**src/rtl/mfsk_frame_modulator.sv**
```systemverilog
// Continuous-phase M-FSK frame modulator: Costas sync / data / sync / data / sync,
// each tone held for SAMPLES_PER_SYM strobes, emitting the running phase word.
module mfsk_frame_modulator #(
  parameter int TONE_BITS       = 3,
  parameter int PHASE_W         = 24,
  parameter int SYNC_LEN        = 7,
  parameter int DATA_LEN        = 29,
  parameter int SAMPLES_PER_SYM = 1920,
  parameter logic [SYNC_LEN*TONE_BITS-1:0] COSTAS = {3'd3, 3'd1, 3'd4, 3'd0, 3'd6, 3'd5, 3'd2}
) (
  input  logic                 clk,
  input  logic                 reset,
  input  logic                 sample_en,
  input  logic                 start,
  input  logic                 abort,
  input  logic [PHASE_W-1:0]   base_fcw,
  input  logic [PHASE_W-1:0]   tone_fcw,
  input  logic                 sym_valid,
  input  logic [TONE_BITS-1:0] sym_data,
  output logic                 sym_ready,
  output logic                 busy,
  output logic                 done,
  output logic                 out_valid,
  output logic [TONE_BITS-1:0] tone_out,
  output logic [PHASE_W-1:0]   phase_out,
  output logic                 underrun
);
  localparam int FRAME_LEN = 3*SYNC_LEN + 2*DATA_LEN;
  localparam int SYM_W     = $clog2(FRAME_LEN);
  localparam int SC_W      = (SAMPLES_PER_SYM > 1) ? $clog2(SAMPLES_PER_SYM) : 1;
  localparam int FC_W      = $clog2(2*DATA_LEN + 1);
  localparam int OFF_W     = (SYNC_LEN > 1) ? $clog2(SYNC_LEN) : 1;
  localparam int SYNC2     = SYNC_LEN + DATA_LEN;
  localparam int SYNC3     = 2*SYNC_LEN + 2*DATA_LEN;

  typedef enum logic {IDLE, RUN} state_t;

  state_t               state_q, state_d;
  logic [PHASE_W-1:0]   base_q, base_d, step_q, step_d, acc_q, acc_d;
  logic [SYM_W-1:0]     sym_idx_q, sym_idx_d;
  logic [SC_W-1:0]      samp_cnt_q, samp_cnt_d;
  logic [FC_W-1:0]      fetched_q, fetched_d;
  logic                 pref_full_q, pref_full_d;
  logic [TONE_BITS-1:0] pref_q, pref_d, cur_tone_q, cur_tone_d;
  logic                 underrun_q, underrun_d, done_q, done_d, out_valid_q, out_valid_d;
  logic [TONE_BITS-1:0] tone_out_q, tone_out_d;
  logic [PHASE_W-1:0]   phase_out_q, phase_out_d;

  logic [TONE_BITS-1:0] costas_lut [SYNC_LEN];
  logic                 is_sync, first_samp, load;
  logic [OFF_W-1:0]     sync_off;
  logic [TONE_BITS-1:0] sample_tone;

  for (genvar gi = 0; gi < SYNC_LEN; gi++) begin : g_costas
    assign costas_lut[gi] = COSTAS[(SYNC_LEN-1-gi)*TONE_BITS +: TONE_BITS];
  end

  always_comb begin
    is_sync  = 1'b0;
    sync_off = '0;
    if (sym_idx_q < SYM_W'(SYNC_LEN)) begin
      is_sync  = 1'b1;
      sync_off = OFF_W'(sym_idx_q);
    end else if (sym_idx_q >= SYM_W'(SYNC2) && sym_idx_q < SYM_W'(SYNC2 + SYNC_LEN)) begin
      is_sync  = 1'b1;
      sync_off = OFF_W'(sym_idx_q - SYM_W'(SYNC2));
    end else if (sym_idx_q >= SYM_W'(SYNC3)) begin
      is_sync  = 1'b1;
      sync_off = OFF_W'(sym_idx_q - SYM_W'(SYNC3));
    end
  end

  assign first_samp = (samp_cnt_q == '0);
  assign sym_ready  = (state_q == RUN) && !pref_full_q && (fetched_q < FC_W'(2*DATA_LEN));
  assign load       = sym_valid && sym_ready;

  // Data tone is chosen on the first sample and then held; a missing tone plays as 0.
  always_comb begin
    sample_tone = cur_tone_q;
    if (is_sync)         sample_tone = costas_lut[sync_off];
    else if (first_samp) sample_tone = pref_full_q ? pref_q : '0;
  end

  always_comb begin
    state_d     = state_q;
    base_d      = base_q;
    step_d      = step_q;
    acc_d       = acc_q;
    sym_idx_d   = sym_idx_q;
    samp_cnt_d  = samp_cnt_q;
    fetched_d   = fetched_q;
    pref_full_d = pref_full_q;
    pref_d      = pref_q;
    cur_tone_d  = cur_tone_q;
    underrun_d  = underrun_q;
    done_d      = 1'b0;
    out_valid_d = 1'b0;
    tone_out_d  = tone_out_q;
    phase_out_d = phase_out_q;
    case (state_q)
      IDLE: begin
        if (start) begin
          state_d     = RUN;
          base_d      = base_fcw;
          step_d      = tone_fcw;
          acc_d       = '0;
          sym_idx_d   = '0;
          samp_cnt_d  = '0;
          fetched_d   = '0;
          pref_full_d = 1'b0;
          underrun_d  = 1'b0;
        end
      end
      RUN: begin
        if (abort) begin
          state_d     = IDLE;
          pref_full_d = 1'b0;
        end else begin
          if (load) begin
            pref_d      = sym_data;
            pref_full_d = 1'b1;
            fetched_d   = fetched_q + FC_W'(1);
          end
          if (sample_en) begin
            if (!is_sync && first_samp) begin
              if (pref_full_q) pref_full_d = 1'b0;
              else             underrun_d  = 1'b1;
            end
            cur_tone_d  = sample_tone;
            acc_d       = acc_q + base_q + PHASE_W'(sample_tone) * step_q;
            out_valid_d = 1'b1;
            tone_out_d  = sample_tone;
            phase_out_d = acc_d;
            if (samp_cnt_q == SC_W'(SAMPLES_PER_SYM - 1)) begin
              samp_cnt_d = '0;
              if (sym_idx_q == SYM_W'(FRAME_LEN - 1)) begin
                state_d = IDLE;
                done_d  = 1'b1;
              end else begin
                sym_idx_d = sym_idx_q + SYM_W'(1);
              end
            end else begin
              samp_cnt_d = samp_cnt_q + SC_W'(1);
            end
          end
        end
      end
      default: state_d = IDLE;
    endcase
  end

  always_ff @(posedge clk or negedge reset) begin
    if (!reset) begin
      state_q     <= IDLE;
      base_q      <= '0;
      step_q      <= '0;
      acc_q       <= '0;
      sym_idx_q   <= '0;
      samp_cnt_q  <= '0;
      fetched_q   <= '0;
      pref_full_q <= 1'b0;
      pref_q      <= '0;
      cur_tone_q  <= '0;
      underrun_q  <= 1'b0;
      done_q      <= 1'b0;
      out_valid_q <= 1'b0;
      tone_out_q  <= '0;
      phase_out_q <= '0;
    end else begin
      state_q     <= state_d;
      base_q      <= base_d;
      step_q      <= step_d;
      acc_q       <= acc_d;
      sym_idx_q   <= sym_idx_d;
      samp_cnt_q  <= samp_cnt_d;
      fetched_q   <= fetched_d;
      pref_full_q <= pref_full_d;
      pref_q      <= pref_d;
      cur_tone_q  <= cur_tone_d;
      underrun_q  <= underrun_d;
      done_q      <= done_d;
      out_valid_q <= out_valid_d;
      tone_out_q  <= tone_out_d;
      phase_out_q <= phase_out_d;
    end
  end

  assign busy      = (state_q == RUN);
  assign done      = done_q;
  assign out_valid = out_valid_q;
  assign tone_out  = tone_out_q;
  assign phase_out = phase_out_q;
  assign underrun  = underrun_q;
endmodule

```
**config.mk**
```make
export PLATFORM = sky130hd
export DESIGN_NAME = mfsk_frame_modulator
export DESIGN_NICKNAME = d
export VERILOG_FILES = /design/src/rtl/mfsk_frame_modulator.sv
export SDC_FILE = /design/constraint.sdc
export NUM_CORES = 1
export LEC_CHECK = 0
export CAP_MARGIN = 40
export CORE_MARGIN = 2
export CORE_UTILIZATION = 45
export DETAILED_ROUTE_END_ITERATION = 8
export GPL_ROUTABILITY_DRIVEN = 0
export PLACE_DENSITY_LB_ADDON = 0.25
export SLEW_MARGIN = 20
export SYNTH_ARGS = -nofsm -noshare
export SYNTH_HDL_FRONTEND = slang
export SYNTH_SLANG_ARGS = --single-unit
```
**constraint.sdc**
```tcl
create_clock -name clk -period 6.46 [get_ports clk]
set_input_delay 1.938 -clock clk [delete_from_list [all_inputs] [get_ports clk]]
set_output_delay 1.938 -clock clk [all_outputs]
set_load 0.1 [all_outputs]
```
Word-level counts from Yosys, hierarchy flattened

Memories as Yosys holds them, arrays and structs flattened.
Cells that the tools add are included.

Logic and storage cells: 113
Bits in registers: 131
Memories: 1
Input bits: 57
Bits in read-only memories: 24

Equal/unequal tests: 10
Bitwise gates (word level): 3
Reduce and logical (&&, ||, !) cells: 15
$lt $le $gt $ge: 6
$add $sub $neg: 7
Mux-type cells: 56
Multiply operators: 1

Memory list:

| memory           | depth | width | read ports | clocked after memory_dff | wr ports | line | RTL |
|---|---|---|---|---|---|---|---|
| (name not given) | 8     | 3     | 1          | 0                        | 0        | 80   | `if (is_sync) sample_tone = costas_lut[sync_off];` |

Operators with widths:

| operator                | count |
|---|---|
| $mux W24                | 3 |
| $add A24 B24 Y24        | 2 |
| $pmux W24 S2            | 1 |
| $mux W11                | 4 |
| $mux W7                 | 5 |
| $mux W1                 | 26 |
| $mul A3 B24 Y24         | 1 |
| $mux W3                 | 8 |
| $pmux W11 S2            | 1 |
| $mux W6                 | 3 |
| $pmux W7 S2             | 1 |
| $pmux W6 S2             | 1 |
| $reduce_and A3 Y1       | 4 |
| $add A11 B1 Y11 const B | 1 |
| $eq A11 B11 Y1 const B  | 1 |
| $logic_not A11 Y1       | 1 |
| $ne A2 B2 Y1 const B    | 5 |
| $reduce_and A5 Y1       | 2 |
| $add A7 B1 Y7 const B   | 1 |
| $eq A7 B7 Y1 const B    | 1 |
| $ge A7 B6 Y1 const B    | 1 |
| $ge A7 B7 Y1 const B    | 1 |
| $lt A7 B3 Y1 const B    | 1 |
| $lt A7 B6 Y1 const B    | 1 |
| other kinds (12)        | 22 |

Logic depth before layout (Yosys ltp)

Gate-level depths: netlist of the first run.

Depth after elaboration: 14
Gate-level depth with buffers: 23
Depth with buffers taken out: 21

Worst setup path before layout of the first run

OpenSTA, ideal clock, no wires.

Path kind: register -> register
Start: reg sym_idx_q[6]
End: reg acc_q[23]
Clock period less this slack: 5.641 ns
Path buffers: 2
Data required time: 6.329 ns
Stages on the path, launching flop included: 21
Slack: 0.819 ns
Data arrival time: 5.510 ns
Library setup time: 0.131 ns
Cell sequence: dfrtp_1 > clkbuf_1 > or4b_1 > o221a_2 > o211a_4 > o21ai_0 > clkbuf_1 > nand2_1 > fa_1 > fa_1 > fa_1 > inv_1 > fa_1 > a21o_1 > a311oi_1 > a211oi_1 > o32ai_1 > o211ai_1 > a21oi_1 > xnor2_1 > o21ai_1

Word-level cells in the longest chain between the ends: 14

RTL lines:

| element                                               | line   | RTL |
|---|---|---|
| start, declared                                       | 40     | `logic [SYM_W-1:0] sym_idx_q, sym_idx_d;` |
| start signal, assigned                                | 174    | `sym_idx_q <= sym_idx_d;` |
| $ge A7 B7 Y1, or another cell as far along            | 67     | `end else if (sym_idx_q >= SYM_W'(SYNC3)) begin` |
| $mux W3 / $logic_and A1 B1 Y1 (equally long branches) | 67, 64 |  |
| $mux W3                                               | 64     | `end else if (sym_idx_q >= SYM_W'(SYNC2) && sym_idx_q < SYM_W'(SYNC2 + SYNC_LEN)) begin` |
| $mux W3                                               | 61     | `if (sym_idx_q < SYM_W'(SYNC_LEN)) begin` |
| $not A3 Y4 (not written as such)                      | 80     |  |
| $mem_v2 Z8 W3                                         | -      |  |
| $mux W3 (not written as such) (2 in series)           | 80     |  |
| $mux W3 *                                             | 80     |  |
| $mul A3 B24 Y24 *                                     | 130    | `acc_d = acc_q + base_q + PHASE_W'(sample_tone) * step_q;` |
| $add A24 B24 Y24 *                                    | 130    |  |
| $mux W24 *                                            | 124    | `if (sample_en) begin` |
| $mux W24 *                                            | 115    | `if (abort) begin` |
| $pmux W24 S2 *                                        | 100    | `case (state_q)` |
| end signal, assigned                                  | 157    | `acc_q <= '0;` |
| end signal, assigned                                  | 173    | `acc_q <= acc_d;` |
| end, declared                                         | 39     | `logic [PHASE_W-1:0] base_q, base_d, step_q, step_d, acc_q, acc_d;` |

Mark *: on every way between the ends. The rest lies on a longest branch, timed or not. The select of a mux whose other input is x is not followed.
A chain may end at the register's enable or synchronous reset.

Worst setup path in the final report of the first run

Start: reg sym_idx_q[5]
End: reg phase_out_q[23], in the netlist phase_out[23]

Word-level cells in the longest chain between the ends: 11

RTL lines:

| element                                               | line   | RTL |
|---|---|---|
| $ge A7 B7 Y1, or another cell as far along            | 67     |  |
| $mux W3 / $logic_and A1 B1 Y1 (equally long branches) | 67, 64 |  |
| $mux W3                                               | 64     |  |
| $mux W3                                               | 61     |  |
| $not A3 Y4 (not written as such)                      | 80     |  |
| $mem_v2 Z8 W3                                         | -      |  |
| $mux W3 (not written as such) (2 in series)           | 80     |  |
| $mux W3 *                                             | 80     |  |
| $mul A3 B24 Y24 *                                     | 130    |  |
| $add A24 B24 Y24 *                                    | 130    |  |
| end signal, assigned                                  | 184    | `phase_out_q <= phase_out_d;` |
| end, declared                                         | 47     | `logic [PHASE_W-1:0] phase_out_q, phase_out_d;` |

Marked as above.

==> results of run 1 <==
[layout make-up]
type                       instances  area (sq um)
timing repair buffer             133          1530
tap                              234           293
clock buffer                      21           470
inverter                         128           480
sequential                       131          3280
multi-input combinational        655          4780
clock inverter                    11           198
fill                            1629          7750
[how the worst max path moves through the flow]
stage	from	endpoint	slack, ns
floorplan	sym_idx_q[6]	acc_q[23]	0.82
global placement	sym_idx_q[5]	phase_out[23]	0.60
detailed placement	sym_idx_q[5]	acc_q[23]	0.44
CTS	sym_idx_q[5]	phase_out[23]	0.42
global route	sym_idx_q[1]	phase_out[23]	0.05
finish	sym_idx_q[5]	phase_out[23]	0.44
[placed cells by master (no fill, tap or decap), types with 4 or more instances in the layout]
cell / count
a21o_1: 15
a21oi_1: 23
a22o_1: 4
and2_1: 62
and3_1: 4
buf_16: 4
buf_4: 11
buf_8: 30
bufinv_16: 5
clkbuf_16: 17
clkdlybuf4s50_1: 87
clkinvlp_4: 4
dfrtp_1: 131
fa_1: 65
ha_1: 32
inv_1: 127
mux2_2: 6
mux2i_1: 5
nand2_1: 236
nand3_1: 11
nand4_1: 11
nor2_1: 31
nor3b_1: 4
o21a_1: 5
o21ai_0: 33
o21ai_1: 4
o22ai_1: 7
xnor2_1: 20
xor2_1: 17
[metal layers]
| metal | GRT usage (%) | up-vias | wire length (microns) |
|---|---|---|---|
| li1 | - | 3243 | - |
| met1 | 30.2 | 3184 | 9180 |
| met2 | 35.1 | 149 | 9450 |
| met3 | 3.90 | 23 | 963 |
| met4 | 7.03 | 0 | 328 |
| met5 | 0 | - | 0 |
[flip-flops by register name (all words and copies together), names as in the netlist]
name	cells
underrun	1
out_valid	1
base_q	24
sym_idx_q	7
step_q	24
done	1
samp_cnt_q	11
busy	1
phase_out	24
fetched_q	6
pref_q	3
acc_q	24
pref_full_q	1
tone_out	3
[worst max-delay path: cells and delay by family (launching register included)]
| family | cells | cell delay [ns] |
|---|---|---|
| XOR/XNOR | 1 | 0.16 |
| flip-flops | 1 | 0.45 |
| AND/OR/NAND/NOR | 2 | 0.36 |
| AO/OA/AOI/OAI | 9 | 2.39 |
| multiplexers | 1 | 0.24 |
| adder cells (fa/ha/maj) | 4 | 1.99 |
| buffers and inverters | 2 | 0.30 |
[kinds of logic after synthesis]
| family | count (synthesis) | share of synthesized area [%] |
|---|---|---|
| mux | 12 | 1.62 |
| fa+ha+maj | 97 | 19.7 |
| xor+xnor | 38 | 4.01 |
| flops | 131 | 37.9 |
| buf+inv | 159 | 6.93 |
| compound gates | 121 | 9.25 |
| simple gates | 387 | 20.6 |
[per-stage QoR]
stage / cells / utilization (%) / hold slack, ns / area (sq um) / setup slack, ns
6_report: 1313 / 58.7 / 0.471 / 11000 / 0.441
5_1_grt: 1313 / 58.7 / 0.498 / 11000 / 0.0469
4_1_cts: 1313 / 58.7 / 0.479 / 11000 / 0.421
3_5_place_dp: 1281 / 55.2 / 0.465 / 10400 / 0.442
3_3_place_gp: 1247 / 52.2 / 0.462 / 9790 / 0.598
2_1_floorplan: 945 / - / 0.446 / 8640 / 0.819
==> flow_metrics.env, run 1 <==
export IMPL_hold_path_startpoint="phase_out[6]"
export IMPL_final_antenna_net_count=0
export IMPL_synth_fp_nets=1099
export IMPL_post_drt_wl_per_cell_microns=15.2
export IMPL_timing_rr_end="phase_out[23]"
export IMPL_end_kind="flop"
export IMPL_hold_depth=2
export IMPL_die_h_microns=143
export IMPL_clk_latency_ns=0.43
export IMPL_drive_gt1_share_pct=8.71
export IMPL_postSynthAreaPerCell_sq_um=9.15
export IMPL_cap_violations=0
export IMPL_arrival_ns=6.32
export IMPL_yosys_top_cells_count="nand2_1, dfrtp_1, inv_1"
export IMPL_crit_fanout=11
export IMPL_hpwl_mm=14.6
export IMPL_hold_path_class="reg -> reg"
export IMPL_core_area_sq_um=18800
export IMPL_finalHoldViolCount=0
export IMPL_cts_resized_gates=0
export IMPL_synth_area_sq_um=8640
export IMPL_setup_violations=0
export IMPL_antenna_cells=0
export IMPL_numCtsBuffers=17
export IMPL_rrSetupSlack_ns=0.44
export IMPL_timing_final_max_slew_violations=0
export IMPL_post_cts_buffers=0
export IMPL_postCtsHoldBufs=0
export IMPL_dieArea_sq_um=20300
export IMPL_grt_pass1_vias=6724
export IMPL_clk_path_buf_depth=2
export IMPL_fmax_mhz=166
export IMPL_cts_tree="done"
export IMPL_clock_root_buffer="clkbuf_16"
export IMPL_antenna_found_initial=0
export IMPL_ios=89
export IMPL_yosysMostFrequentCell="nand2_1"
export IMPL_drtIter0Drc=363
export IMPL_outcome="complete, no violations"
export IMPL_crit_path_frequent_cell="fa_1"
export IMPL_hold_end="phase_out[6]"
export IMPL_final_nets=1220
export IMPL_viasPerCell=5.03
export IMPL_grt_start_max_net_pins=64
export IMPL_skew_ns=0.00559
export IMPL_ys_flop_type="dfrtp_1"
export IMPL_cpMaxStageDelayCell="fa_1"
export IMPL_cp_cell_sequence="or2_1, o41a_1, o211a_4, mux2i_1, buf_4, nand2_1, fa_1, fa_1, fa_1, inv_1, fa_1, a21o_1, a311oi_1, a211oi_1, o32ai_1, o211ai_1, a21oi_1, xnor2_1, o21ai_1"
export IMPL_synth_seq_area_share_pct=37.9
export IMPL_worst_pin_slew_ns=0.663
export IMPL_clkSinkCount=131
export IMPL_area_delta_synth_final_pct=27.5
export IMPL_synth_edf_count=0
export IMPL_reg2reg_from="sym_idx_q[5]"
export IMPL_cp_required_ns=6.76
export IMPL_yosysTopAreaCell="dfrtp_1"
export IMPL_critical_path_class="reg -> reg"
export IMPL_yosys_warnings=0
export IMPL_startpoint_type="flop"
export IMPL_firstDrtPassIters=5
export IMPL_slew_headroom_pct=55.8
export IMPL_wirelength_mm=19.9
export IMPL_ys_async_sr_fraction_pct=100
export IMPL_yosys_area_top_type_share_pct=37.9
export IMPL_htree_levels=4
export IMPL_synth_area_leaders="dfrtp_1, fa_1, nand2_1"
export IMPL_period_minus_slack_ns=6.02
export IMPL_ys_types=62
export IMPL_path_clk_slew_ns=0.06
export IMPL_fin_crit_sh_pct=93.2
export IMPL_max_stage_delay_ns=0.57
export IMPL_grt_usage_pct=21.8
export IMPL_tns_ns=0
export IMPL_io_buffers=88
export IMPL_rsz0062_at_grt="false"
export IMPL_vias=6599
export IMPL_die_w_microns=143
export IMPL_grt_ovfl_total=0
export IMPL_synth_cells=945
export IMPL_drc=0
export IMPL_synth_ff_latch_count=131
export IMPL_row_count=50
export IMPL_initial_core_util_pct=46.1
export IMPL_grt_first_pass_wirelength_mm=34.1
export IMPL_reg2reg_depth=19
Power of run 1 is not shown: default switching activity piles up to over one toggle a cycle in this logic, so the estimate is an artifact.
==> run 2: changes to the inputs <==
- SETUP_SLACK_MARGIN: not set -> 0.02
==> results of run 2 <==
The final DEF is identical to that of run 1; final timing and power are the same.
Power of run 2 is left out for the same reason.
==> run 3: changes to the inputs <==
- DONT_BUFFER_PORTS: not set -> 1
- SLEW_MARGIN: 20 -> 0
==> run 3 against run 2 <==
  * Register-to-register slack gained 0.02 ns
  * Routed wire length is 1.8% lower
  * Critical path depth did not move
  * Via count fell by 5.5%
  * Die area unchanged
  * Setup slack better by 0.016 ns
  * Final cell count down 7.4%
  * Clock skew grew 0.0091 ns
==> flow_metrics.env, run 3 (same netlist as run 1, synthesis figures left out) <==
export IMPL_vias=6235
export IMPL_hold_end="acc_q[16]"
export IMPL_startpoint_type="flop"
export IMPL_cap_violations=0
export IMPL_antenna_cells=0
export IMPL_hpwl_mm=14.0
export IMPL_cp_cell_sequence="inv_1, o41a_1, o211a_4, mux2i_1, buf_4, nand2_1, fa_1, fa_1, fa_1, inv_1, fa_1, a21o_1, a311oi_1, a211oi_1, o32ai_2, o211ai_1, a21oi_1, xnor2_1, o21ai_1"
export IMPL_clk_latency_ns=0.42
export IMPL_worst_pin_slew_ns=0.901
export IMPL_end_kind="flop"
export IMPL_dieArea_sq_um=20300
export IMPL_hold_depth=1
export IMPL_hold_path_class="reg -> reg"
export IMPL_reg2reg_from="sym_idx_q[1]"
export IMPL_core_area_sq_um=18800
export IMPL_post_cts_buffers=0
export IMPL_clkSinkCount=131
export IMPL_postCtsHoldBufs=0
export IMPL_io_buffers=0
export IMPL_arrival_ns=6.28
export IMPL_crit_family="compound AO/OA/AOI/OAI gates"
export IMPL_cp_required_ns=6.74
export IMPL_grt_usage_pct=21.1
export IMPL_num_fill_cells=1711
export IMPL_die_h_microns=143
export IMPL_ios=89
export IMPL_drc=0
export IMPL_area_delta_synth_final_pct=17.4
export IMPL_final_nets=1123
export IMPL_slew_headroom_pct=39.9
export IMPL_timing_rr_end="phase_out[23]"
export IMPL_grt_pass1_vias=6536
export IMPL_die_w_microns=143
export IMPL_grt_start_max_net_pins=132
export IMPL_cts_tree="done"
export IMPL_grt_first_pass_wirelength_mm=33.3
export IMPL_clock_root_buffer="clkbuf_16"
export IMPL_period_minus_slack_ns=6.00
export IMPL_hold_path_startpoint="acc_q[16]"
export IMPL_htree_levels=4
export IMPL_final_common_cell="nand2_1"
export IMPL_grt_ovfl_total=0
export IMPL_max_stage_delay_ns=0.57
export IMPL_tns_ns=0
export IMPL_post_drt_wl_per_cell_microns=16.1
export IMPL_layout_common_cells="nand2_1, dfrtp_1, inv_1, fa_1, and2_1"
export IMPL_cpMaxStageDelayCell="fa_1"
export IMPL_crit_fanout=23
export IMPL_outcome="complete, no violations"
export IMPL_numCtsBuffers=17
export IMPL_firstDrtPassIters=4
export IMPL_antenna_found_initial=0
export IMPL_reg2reg_depth=19
export IMPL_clk_path_buf_depth=2
export IMPL_drtIter0Drc=276
export IMPL_setup_violations=0
export IMPL_row_count=50
export IMPL_rrSetupSlack_ns=0.46
export IMPL_rsz0062_at_grt="false"
export IMPL_finalHoldViolCount=0
export IMPL_wirelength_mm=19.6
export IMPL_viasPerCell=5.13
export IMPL_critical_path_class="reg -> reg"
export IMPL_skew_ns=0.0147
export IMPL_drive_gt1_share_pct=8.55
export IMPL_fmax_mhz=167
export IMPL_crit_path_frequent_cell="fa_1"
export IMPL_path_clk_slew_ns=0.06
export IMPL_timing_final_max_slew_violations=0
export IMPL_final_antenna_net_count=0
export IMPL_multi_input_comb_area_sq_um=4780
export IMPL_crit_buf_inv=3
export IMPL_initial_core_util_pct=46.1
export IMPL_seqCellArea_sq_um=3280
export IMPL_fin_crit_sh_pct=92.9
run 3: changes by cell type in the layout (fill, tap and decap cells not counted), sizes merged:
cell and change:
buf -10, bufinv -2, clkdlybuf4s50 -87, clkinv +4, clkinvlp -2
run 3: stage by stage:
step / worst slack [ns] / instances / utilization [%] / hold WS (ns) / cell area, sq um
floorplan: 0.819 / 945 / - / 0.446 / 8640
global placement: 0.560 / 1161 / 47.6 / 0.469 / 8930
detailed placement: 0.367 / 1184 / 50.8 / 0.474 / 9530
CTS: 0.294 / 1216 / 54.1 / 0.488 / 10100
global route: 0.0432 / 1216 / 54.1 / 0.495 / 10200
finish: 0.457 / 1216 / 54.1 / 0.486 / 10200
run 3: metal layers:
layer  global-route usage, %  vias up  share of wire [%]
li1                        -     3046                  -
met1                    29.4     3062                 48
met2                    33.7      107                 47
met3                    4.07       20                3.8
met4                    6.20        0                1.4
met5                       0        -                  0
run 3: cell type report:
cell class	count	area share, %
Clock inverter	11	1.48
Tap cell	234	2.88
Multi-Input combinational cell	655	47.1
Inverter	128	4.73
Sequential cell	131	32.3
Timing Repair Buffer	36	6.95
Clock buffer	21	4.54
run 3: worst max path at each step:
stage | start | to | slack (ns) | cells after the start
final | sym_idx_q[1] | phase_out[23] | 0.46 | 19
after global routing | sym_idx_q[1] | phase_out[23] | 0.04 | 19
after CTS | sym_idx_q[1] | phase_out[23] | 0.29 | 19
after detailed placement | sym_idx_q[1] | phase_out[23] | 0.37 | 19
after global placement | sym_idx_q[1] | phase_out[23] | 0.56 | 19
after floorplan | sym_idx_q[6] | acc_q[23] | 0.82 | 20
run 3: what timing repair did:
action,4_1_cts,5_1_grt
endpoints found under the hold margin,0,0
setup endpoints to repair,0,3
gates resized for setup,0,1
Power of run 3 is left out for the same reason.
